$ cat src/rtl/acs_metric_buffer_pkg.sv
// Shared constants and types for the ACS metric buffer between trellis stages.
package acsPkg;

    localparam int unsigned METRIC_W    = 18;
    localparam int unsigned NUM_PAIRS   = 16;
    localparam int unsigned NUM_STATES  = 2 * NUM_PAIRS;
    localparam int unsigned STATE_IDX_W = $clog2(NUM_STATES);
    localparam int unsigned PAIR_IDX_W  = STATE_IDX_W - 1;

    typedef enum logic {
        StIdle = 1'b0,
        StRead = 1'b1
    } rdState_e;

endpackage

$ cat src/rtl/acs_metric_buffer_ram.sv
// Simple dual-port distributed RAM: one synchronous write port, one registered read port.
module metricBankRam #(
    parameter int unsigned DATA_W = 18,
    parameter int unsigned ADDR_W = 5
) (
    input  logic              clk,
    input  logic              we,
    input  logic [ADDR_W-1:0] wrAddr,
    input  logic [DATA_W-1:0] wrData,
    input  logic [ADDR_W-1:0] rdAddr,
    output logic [DATA_W-1:0] rdData
);

    logic [DATA_W-1:0] mem [0:(1 << ADDR_W) - 1];

    always_ff @(posedge clk) begin
        if (we) begin
            mem[wrAddr] <= wrData;
        end
        rdData <= mem[rdAddr];
    end

endmodule

$ cat src/rtl/acs_metric_buffer.sv
// Ping-pong buffer for one trellis stage of ACS metrics: captures even/odd pairs,
// tracks the minimum, and replays the 32 metrics normalized by that minimum.
module acs_metric_buffer
    import acsPkg::*;
(
    input  logic                   clk,
    input  logic                   resetN,
    input  logic                   clkEn,
    input  logic                   startFrame,
    input  logic                   metricInEn,
    input  logic [METRIC_W-1:0]    metricEvenIn,
    input  logic [METRIC_W-1:0]    metricOddIn,
    input  logic                   readStart,
    output logic                   accMetricOutEn,
    output logic [METRIC_W-1:0]    accMetricOut,
    output logic [METRIC_W-1:0]    minMetric,
    output logic [STATE_IDX_W-1:0] minIndex,
    output logic                   minValid,
    output logic [1:0]             bankReady,
    output logic                   overflow
);

    localparam logic [PAIR_IDX_W-1:0]  LAST_PAIR  = PAIR_IDX_W'(NUM_PAIRS - 1);
    localparam logic [STATE_IDX_W-1:0] LAST_STATE = STATE_IDX_W'(NUM_STATES - 1);

    logic                   frameRst;
    logic                   pairAccept;
    logic                   pairDrop;
    logic                   bankDone;
    logic                   rdDone;

    logic                   wrBank;
    logic [PAIR_IDX_W-1:0]  wrCnt;
    logic [METRIC_W-1:0]    runMin;
    logic [STATE_IDX_W-1:0] runIdx;
    logic [METRIC_W-1:0]    bankMin [2];
    logic [1:0]             bankReadyD;

    logic [METRIC_W-1:0]    evenMin;
    logic [STATE_IDX_W-1:0] evenIdx;
    logic [METRIC_W-1:0]    pairMin;
    logic [STATE_IDX_W-1:0] pairIdx;

    rdState_e               state;
    rdState_e               stateD;
    logic [STATE_IDX_W-1:0] rdCnt;
    logic [STATE_IDX_W-1:0] rdCntD;
    logic                   rdBank;
    logic                   rdBankD;
    logic                   outEnD;
    logic [STATE_IDX_W-1:0] rdAddr;

    logic [METRIC_W-1:0]    evenRdData [2];
    logic [METRIC_W-1:0]    oddRdData [2];
    logic [METRIC_W-1:0]    ramData;
    logic [METRIC_W-1:0]    normMetric;

    assign frameRst   = clkEn & startFrame;
    assign pairAccept = metricInEn & ~bankReady[wrBank] & ~frameRst;
    assign pairDrop   = metricInEn & bankReady[wrBank] & ~frameRst;
    assign bankDone   = pairAccept & (wrCnt == LAST_PAIR);

    // Even is compared before odd and only a strictly smaller value wins, so ties keep
    // the lower state index. The first pair of a bank ignores the stale running minimum.
    always_comb begin
        if ((wrCnt == '0) || (metricEvenIn < runMin)) begin
            evenMin = metricEvenIn;
            evenIdx = {wrCnt, 1'b0};
        end else begin
            evenMin = runMin;
            evenIdx = runIdx;
        end
        if (metricOddIn < evenMin) begin
            pairMin = metricOddIn;
            pairIdx = {wrCnt, 1'b1};
        end else begin
            pairMin = evenMin;
            pairIdx = evenIdx;
        end
    end

    always_ff @(posedge clk or negedge resetN) begin
        if (!resetN) begin
            wrBank     <= 1'b0;
            wrCnt      <= '0;
            runMin     <= '0;
            runIdx     <= '0;
            bankMin[0] <= '0;
            bankMin[1] <= '0;
            minMetric  <= '0;
            minIndex   <= '0;
            minValid   <= 1'b0;
            overflow   <= 1'b0;
        end else begin
            minValid <= bankDone;
            if (frameRst) begin
                wrBank   <= 1'b0;
                wrCnt    <= '0;
                overflow <= 1'b0;
            end else begin
                if (pairDrop) begin
                    overflow <= 1'b1;
                end
                if (pairAccept) begin
                    runMin <= pairMin;
                    runIdx <= pairIdx;
                    if (bankDone) begin
                        bankMin[wrBank] <= pairMin;
                        minMetric       <= pairMin;
                        minIndex        <= pairIdx;
                        wrBank          <= ~wrBank;
                        wrCnt           <= '0;
                    end else begin
                        wrCnt <= wrCnt + PAIR_IDX_W'(1);
                    end
                end
            end
        end
    end

    // A bank being filled is never ready and a bank being read always is,
    // so set and clear never target the same bit.
    always_comb begin
        bankReadyD = bankReady;
        if (bankDone) begin
            bankReadyD[wrBank] = 1'b1;
        end
        if (rdDone) begin
            bankReadyD[rdBank] = 1'b0;
        end
    end

    always_ff @(posedge clk or negedge resetN) begin
        if (!resetN) begin
            bankReady <= 2'b00;
        end else if (frameRst) begin
            bankReady <= 2'b00;
        end else begin
            bankReady <= bankReadyD;
        end
    end

    // In StRead, rdCnt is the index now held in the RAM read register; the next
    // address is issued one ahead, and address 0 is presented while idle so the
    // first metric is already in flight in the readStart cycle.
    always_comb begin
        stateD  = state;
        rdCntD  = rdCnt;
        rdBankD = rdBank;
        rdDone  = 1'b0;
        outEnD  = 1'b0;
        if (frameRst) begin
            stateD  = StIdle;
            rdCntD  = '0;
            rdBankD = 1'b0;
        end else begin
            unique case (state)
                StIdle: begin
                    if (readStart && bankReady[rdBank]) begin
                        stateD = StRead;
                        rdCntD = '0;
                    end
                end
                StRead: begin
                    outEnD = 1'b1;
                    if (rdCnt == LAST_STATE) begin
                        rdDone  = 1'b1;
                        stateD  = StIdle;
                        rdCntD  = '0;
                        rdBankD = ~rdBank;
                    end else begin
                        rdCntD = rdCnt + STATE_IDX_W'(1);
                    end
                end
            endcase
        end
    end

    assign rdAddr = (state == StRead) ? (rdCnt + STATE_IDX_W'(1)) : '0;

    always_ff @(posedge clk or negedge resetN) begin
        if (!resetN) begin
            state  <= StIdle;
            rdCnt  <= '0;
            rdBank <= 1'b0;
        end else begin
            state  <= stateD;
            rdCnt  <= rdCntD;
            rdBank <= rdBankD;
        end
    end

    // Two RAMs per bank so an even/odd pair is written in a single cycle.
    for (genvar b = 0; b < 2; b++) begin : gBank
        logic bankWe;
        assign bankWe = pairAccept & (wrBank == 1'(b));

        metricBankRam #(
            .DATA_W(METRIC_W),
            .ADDR_W(STATE_IDX_W)
        ) uEvenRam (
            .clk   (clk),
            .we    (bankWe),
            .wrAddr({wrCnt, 1'b0}),
            .wrData(metricEvenIn),
            .rdAddr(rdAddr),
            .rdData(evenRdData[b])
        );

        metricBankRam #(
            .DATA_W(METRIC_W),
            .ADDR_W(STATE_IDX_W)
        ) uOddRam (
            .clk   (clk),
            .we    (bankWe),
            .wrAddr({wrCnt, 1'b1}),
            .wrData(metricOddIn),
            .rdAddr(rdAddr),
            .rdData(oddRdData[b])
        );
    end

    assign ramData    = rdCnt[0] ? oddRdData[rdBank] : evenRdData[rdBank];
    assign normMetric = ramData - bankMin[rdBank];

    always_ff @(posedge clk or negedge resetN) begin
        if (!resetN) begin
            accMetricOutEn <= 1'b0;
            accMetricOut   <= '0;
        end else begin
            accMetricOutEn <= outEnD;
            accMetricOut   <= outEnD ? normMetric : '0;
        end
    end

endmodule

$ cat config.mk
export PLATFORM = sky130hd
export DESIGN_NAME = acs_metric_buffer
export DESIGN_NICKNAME = d
export VERILOG_FILES = /design/src/rtl/acs_metric_buffer_pkg.sv /design/src/rtl/acs_metric_buffer_ram.sv /design/src/rtl/acs_metric_buffer.sv
export SDC_FILE = /design/constraint.sdc
export NUM_CORES = 2
export LEC_CHECK = 0
export ABC_AREA = 1
export CAP_MARGIN = 20
export CORE_MARGIN = 4
export CORE_UTILIZATION = 50
export CTS_BUF_LIST = sky130_fd_sc_hd__clkbuf_4 sky130_fd_sc_hd__clkbuf_8 sky130_fd_sc_hd__clkbuf_16
export DETAILED_ROUTE_END_ITERATION = 10
export PLACE_DENSITY_LB_ADDON = 0.15
export SKIP_CTS_REPAIR_TIMING = 1
export SYNTH_ARGS = -nofsm -noshare
export SYNTH_HDL_FRONTEND = slang
export SYNTH_SLANG_ARGS = --single-unit
$ cat constraint.sdc
create_clock -name clk -period 10.6 [get_ports clk]
set_clock_uncertainty 0.15 [all_clocks]
set_input_delay 3.18 -clock clk [delete_from_list [all_inputs] [get_ports clk]]
set_output_delay 3.18 -clock clk [all_outputs]
set_load 0.01 [all_outputs]
# Yosys cells after proc, flatten, opt, wreduce, memory -nomap -nowiden
# Memory sizes are Yosys's and may differ from the RTL's. A register that Yosys moved wholly into a read port is not among the register bits.
# Index checks and enable logic that the tools add are counted.
# totals
wordCells	126
regBits	117
ram_bits	2304
memories	4
input_bits	42
# op_classes
bitwise	18
n_lt_le_gt_ge	9
eq_ne	3
addsub	3
reduce_logical	15
mux	58
# mem_list
name	words	width	read_ports	rd_clocked_by_memory_dff	wr	line_no	rtl
gBank[0].uEvenRam.mem	32	18	1	1	1	acs_metric_buffer_ram.sv:14	logic [DATA_W-1:0] mem [0:(1 << ADDR_W) - 1];
gBank[0].uOddRam.mem	32	18	1	1	1	acs_metric_buffer_ram.sv:14	
gBank[1].uEvenRam.mem	32	18	1	1	1	acs_metric_buffer_ram.sv:14	
gBank[1].uOddRam.mem	32	18	1	1	1	acs_metric_buffer_ram.sv:14	
# op_table
op	count
$mux 18	14
$bwmux 36	1
$lt 18x18->1	2
$mux 5	6
$mux 1	26
$demux 18 s1	1
$sub 18x18->18	1
$mux 4	3
$pmux 5 s2	1
$reduce_bool 2->1	5
$and 1x1->1	8
$mux 2	3
$reduce_and 2->1	3
$add 5x1->5 const B	1
$eq 5x5->1 const B	1
$not 1->1	5
$add 4x1->4 const B	1
$eq 4x4->1 const B	1
$ge 2x2->1 const B	2
$logic_and 1x1->1	4
$logic_not 4->1	1
$lt 1x2->1 const B	2
$not 1->2	2
$ne 3x3->1 const B	1
other kinds (9)	11

# Logic depth before layout (Yosys ltp)
# logic_depth
depth_word	10
ltp_mapped	25
mapped_depth_nobuf	23

# Hierarchy
# Synthesis repeated with hierarchy kept, for this count alone.
# unflattened
hier_cells	9024
area_unflattened_um2	102965.0
# modules_own_cells
module	cells_each	area_per_inst_um2	n_inst	seq_area_each_um2
metricBankRam	2009	23847.9	4	17656.9
acs_metric_buffer	988	7573.5	1	2927.8

# Worst setup path after synthesis
# No wires, ideal clock.
# synth_path
path_kind	input port to flip-flop
from	input metricEvenIn[17]
to	register minMetric[1]
required_time_ps	10332
setup_slack_ps	4100
path_stages	20
setup_ps	118
path_buffers	2
arrival_time_ps	6232
cell_sequence	ha_1 nand2_1 inv_2 nand2_1 nand2_1 a21oi_1 nand3_2 nand2_4 clkbuf_1 a21oi_1 ha_1 a21oi_1 nor2_1 a211oi_1 o221ai_1 a21oi_1 clkbuf_1 nand3_1 nand3_1 nand2_1
# synth_via
elab_chain_len	5
# synth_rtl
item	line_no	rtl
start: declaration	acs_metric_buffer.sv:11	input logic [METRIC_W-1:0] metricEvenIn,
$lt 18x18->1	acs_metric_buffer.sv:66	if ((wrCnt == '0) || (metricEvenIn < runMin)) begin
$logic_or 1x1->1	acs_metric_buffer.sv:66	
$mux 18 *	acs_metric_buffer.sv:66	
$lt 18x18->1	acs_metric_buffer.sv:73	if (metricOddIn < evenMin) begin
$mux 18 *	acs_metric_buffer.sv:73	
end signal: assignment	acs_metric_buffer.sv:109	minMetric <= pairMin;
end: declaration	acs_metric_buffer.sv:16	output logic [METRIC_W-1:0] minMetric,
# Every way passes the cells marked *; elsewhere a longest branch is shown, timed or not.
# A chain may end at the register's enable or synchronous reset.

# Worst setup path in the final report
# layout_path
from	input metricEvenIn[5]
to	register runMin[0]
# layout_via
elab_chain_len	5
# layout_rtl
item	line_no	rtl
$lt 18x18->1	acs_metric_buffer.sv:66	
$logic_or 1x1->1	acs_metric_buffer.sv:66	
$mux 18 *	acs_metric_buffer.sv:66	
$lt 18x18->1	acs_metric_buffer.sv:73	
$mux 18 *	acs_metric_buffer.sv:73	
end signal: assignment	acs_metric_buffer.sv:105	runMin <= pairMin;
end: declaration	acs_metric_buffer.sv:34	logic [METRIC_W-1:0] runMin;
# Marked as above.

==> impl_metrics.env <==
export IMPL_status="complete, no violations"
export IMPL_r2r_slack_ps=5880
export IMPL_finalSetupTns_ps=0
export IMPL_synth_compound_area_share_pct=9.01
export IMPL_io_buffer_count=87
export IMPL_num_vias=37600
export IMPL_ys_flop_type="edfxtp_1"
export IMPL_max_freq_ghz=0.132
export IMPL_numCtsBuffers=140
export IMPL_worstPathRequired_ps=11070
export IMPL_slew_violations=0
export IMPL_synthXorXnorAreaFrac_pct=0.111
export IMPL_drc_errors=0
export IMPL_final_nets=4944
export IMPL_power_density_mw_per_mm2=187
export IMPL_grtUsageTotal_pct=28.3
export IMPL_synth_area_mm2=0.0552
export IMPL_ys_warn_count=0
export IMPL_drv_cap=0
export IMPL_cts_sinks=1341
export IMPL_area_delta_synth_final_pct=13.2
export IMPL_diodes=0
export IMPL_final_cell_mix="nand2_1, edfxtp_1, a21oi_1"
export IMPL_grt_pass1_vias=35300
export IMPL_grt_pass1_wl_um=241000
export IMPL_cts_tree="built"
export IMPL_totalWireLength_um=166000
export IMPL_path_clk_slew_ps=60
export IMPL_ys_ff_latch=1341
export IMPL_worstPathMaxFanout=37
export IMPL_antenna_found_initial=5
export IMPL_start_util_pct=50.5
export IMPL_ys_seq_area_share_pct=70.6
export IMPL_die_area_mm2=0.116
export IMPL_worstSetupPathType="input port to register"
export IMPL_die_h_um=340
export IMPL_ys_types=52
export IMPL_hp_class="register to register"
export IMPL_hold_worst_slack_ps=328
export IMPL_fin_crit_sh_pct=71.6
export IMPL_cp_start_kind="input port"
export IMPL_fin_crit_ps=7590
export IMPL_cts_path_max_buffers=3
export IMPL_synth_edf_count=1152
export IMPL_grt_max_degree=171
export IMPL_synth_nets=4896
export IMPL_root_buffer="clkbuf_16"
export IMPL_synth_top_cell_by_area="edfxtp_1"
export IMPL_core_region_area_mm2=0.109
export IMPL_place_hpwl_um=89300
export IMPL_setup_ws_ps=3010
export IMPL_muxShareOfSynthArea_pct=0.535
export IMPL_syn_area_per_cell_um2=11.5
export IMPL_synth_top_area_share_pct=62.7
export IMPL_worstSkewPairLatency_ps=740
export IMPL_rsz0062_at_grt="no"
export IMPL_wl_per_cell_um=25.8
export IMPL_synthTopCellsByArea="edfxtp_1, nand2_1, dfrtp_1"
export IMPL_pre_cts_ws_ps=2310
export IMPL_peakVddDrop_mv=0.149
export IMPL_worst_slew_pin_slew_ps=1150
export IMPL_grt_overflow=0
export IMPL_synthAdderAreaFrac_pct=1.28
export IMPL_end_kind="register"
export IMPL_cts_htree_levels=4
export IMPL_slew_headroom_pct=23.2
export IMPL_drt_iter0_markers=4759
export IMPL_synth_simple_area_share_pct=15.6
export IMPL_synth_cells=4798
export IMPL_place_gp_congestion=0.910
export IMPL_routed_via_density=5.84
export IMPL_drtAntennaViolNets=0
export IMPL_chipWidth_um=340
export IMPL_drive_gt1_share_pct=8.81
export IMPL_setup_violations=0
export IMPL_synthArstFlopShare_pct=8.72
export IMPL_p_leak_nw=23.5
export IMPL_first_pass_iters=6
export IMPL_pin_count=88
export IMPL_placementRows=121
export IMPL_synth_top_family_by_area="simple AND/OR/NAND/NOR gates"
export IMPL_arrival_ps=8060
export IMPL_layout_commonest_cell="nand2_1"
export IMPL_finalHoldViolCount=0
-- sequential cells by signal, indices dropped and copies added (netlist names) --
signal / flops
minValid: 1
rdCnt: 5
rdBank: 1
accMetricOut: 18
bankReady: 2
runMin: 18
runIdx: 5
gBank.uOddRam.rdData: 36
gBank.uOddRam.mem: 576
state: 1
gBank.uEvenRam.rdData: 36
minIndex: 5
overflow: 1
wrCnt: 4
bankMin: 36
gBank.uEvenRam.mem: 576
wrBank: 1
accMetricOutEn: 1
minMetric: 18
-- cell type report --
class	count	area, um2
multi-input cells	3075	14900
well taps	1476	1850
fillers	8915	46800
clock buffers	199	4070
flip-flops and latches	1341	39000
clock inverters	57	541
inverters	90	350
repair buffers	198	1830
-- logic make-up (layout without fill, tap and decap cells) --
| logic type | count (synthesis) | count (layout) |
|---|---|---|
| adder cells (fa/ha/maj) | 56 | 56 |
| flip-flops | 1341 | 1341 |
| AO/OA/AOI/OAI | 797 | 797 |
| buffers and inverters | 382 | 544 |
| AND/OR/NAND/NOR | 2187 | 2187 |
| XOR/XNOR | 7 | 7 |
| multiplexers | 28 | 28 |
-- worst max-delay path: stages --
cell and delay [ps]:
clkdlybuf4s50_1 840, ha_1 340, nand2_1 90, inv_1 40, nand2_1 50, nand2_1 50, nand2_1 50, nand2_1 80
nand2_1 80, nand3_2 160, nand2_4 370, a21oi_1 200, ha_1 350, nand4_1 150, nor4_1 440, inv_1 90
nor4_1 360, nand2_4 310, nand2_4 420, nand2_1 200, nand3_1 110, nand2_1 60
-- path summary, 6_finish.rpt --
kind	cells after the start	end	start
worst max-delay path	22	runMin[0]	metricEvenIn[5]
worst min-delay path	2	bankMin[7]	bankMin[7]
worst max register to register	16	runMin[0]	wrCnt[0]
worst min register to register	2	bankMin[7]	bankMin[7]
max in group asynchronous	3	bankMin[23]	resetN
min in group asynchronous	1	minValid	resetN
-- power by group --
part           internal, mW  total (mW)  switching, mW  leakage (nW)
clock network          2.90        4.91           2.01          2.33
registers              5.85        5.91         0.0542          12.6
logic                 0.248       0.875          0.627          8.61
total                  9.01        11.7           2.69          23.5
-- per-layer routing --
metal | wire (um) | GRT usage [%] | up-vias
li1 | - | - | 17000
met1 | 67500 | 39.0 | 18500
met2 | 78400 | 45.8 | 1753
met3 | 12900 | 4.04 | 348
met4 | 7270 | 11.5 | 0
met5 | 0 | 0 | -
-- per-stage QoR --
stage	area, um2	util, %	power, mW	std cells
6_report	62500	57.2	11.7	6436
3_5_place_dp	57900	52.9	6.87	6179
2_1_floorplan	55200	-	6.54	4798
5_1_grt	62500	57.2	12.1	6436
3_3_place_gp	57800	52.9	6.86	6177
4_1_cts	62500	57.2	11.7	6435
-- cell usage after synthesis (4+ instances only) --
cell type,count
clkbuf_1,177
buf_2,80
nand3_1,201
mux2i_1,16
o21ai_0,50
mux2_2,12
a21oi_1,342
dfxtp_1,72
nor2_2,4
o21ai_1,78
dfrtp_1,117
nand2_1,1817
nand2_2,15
o32ai_1,5
buf_1,14
o221ai_1,69
a211oi_1,18
edfxtp_1,1152
nor2_1,132
o31ai_1,68
nand4_1,5
inv_1,79
o22ai_1,20
a21boi_0,65
ha_1,55
buf_4,19
xnor2_1,4
a221oi_1,67
inv_2,8
Note: power is estimated with default switching activity, not from simulation.
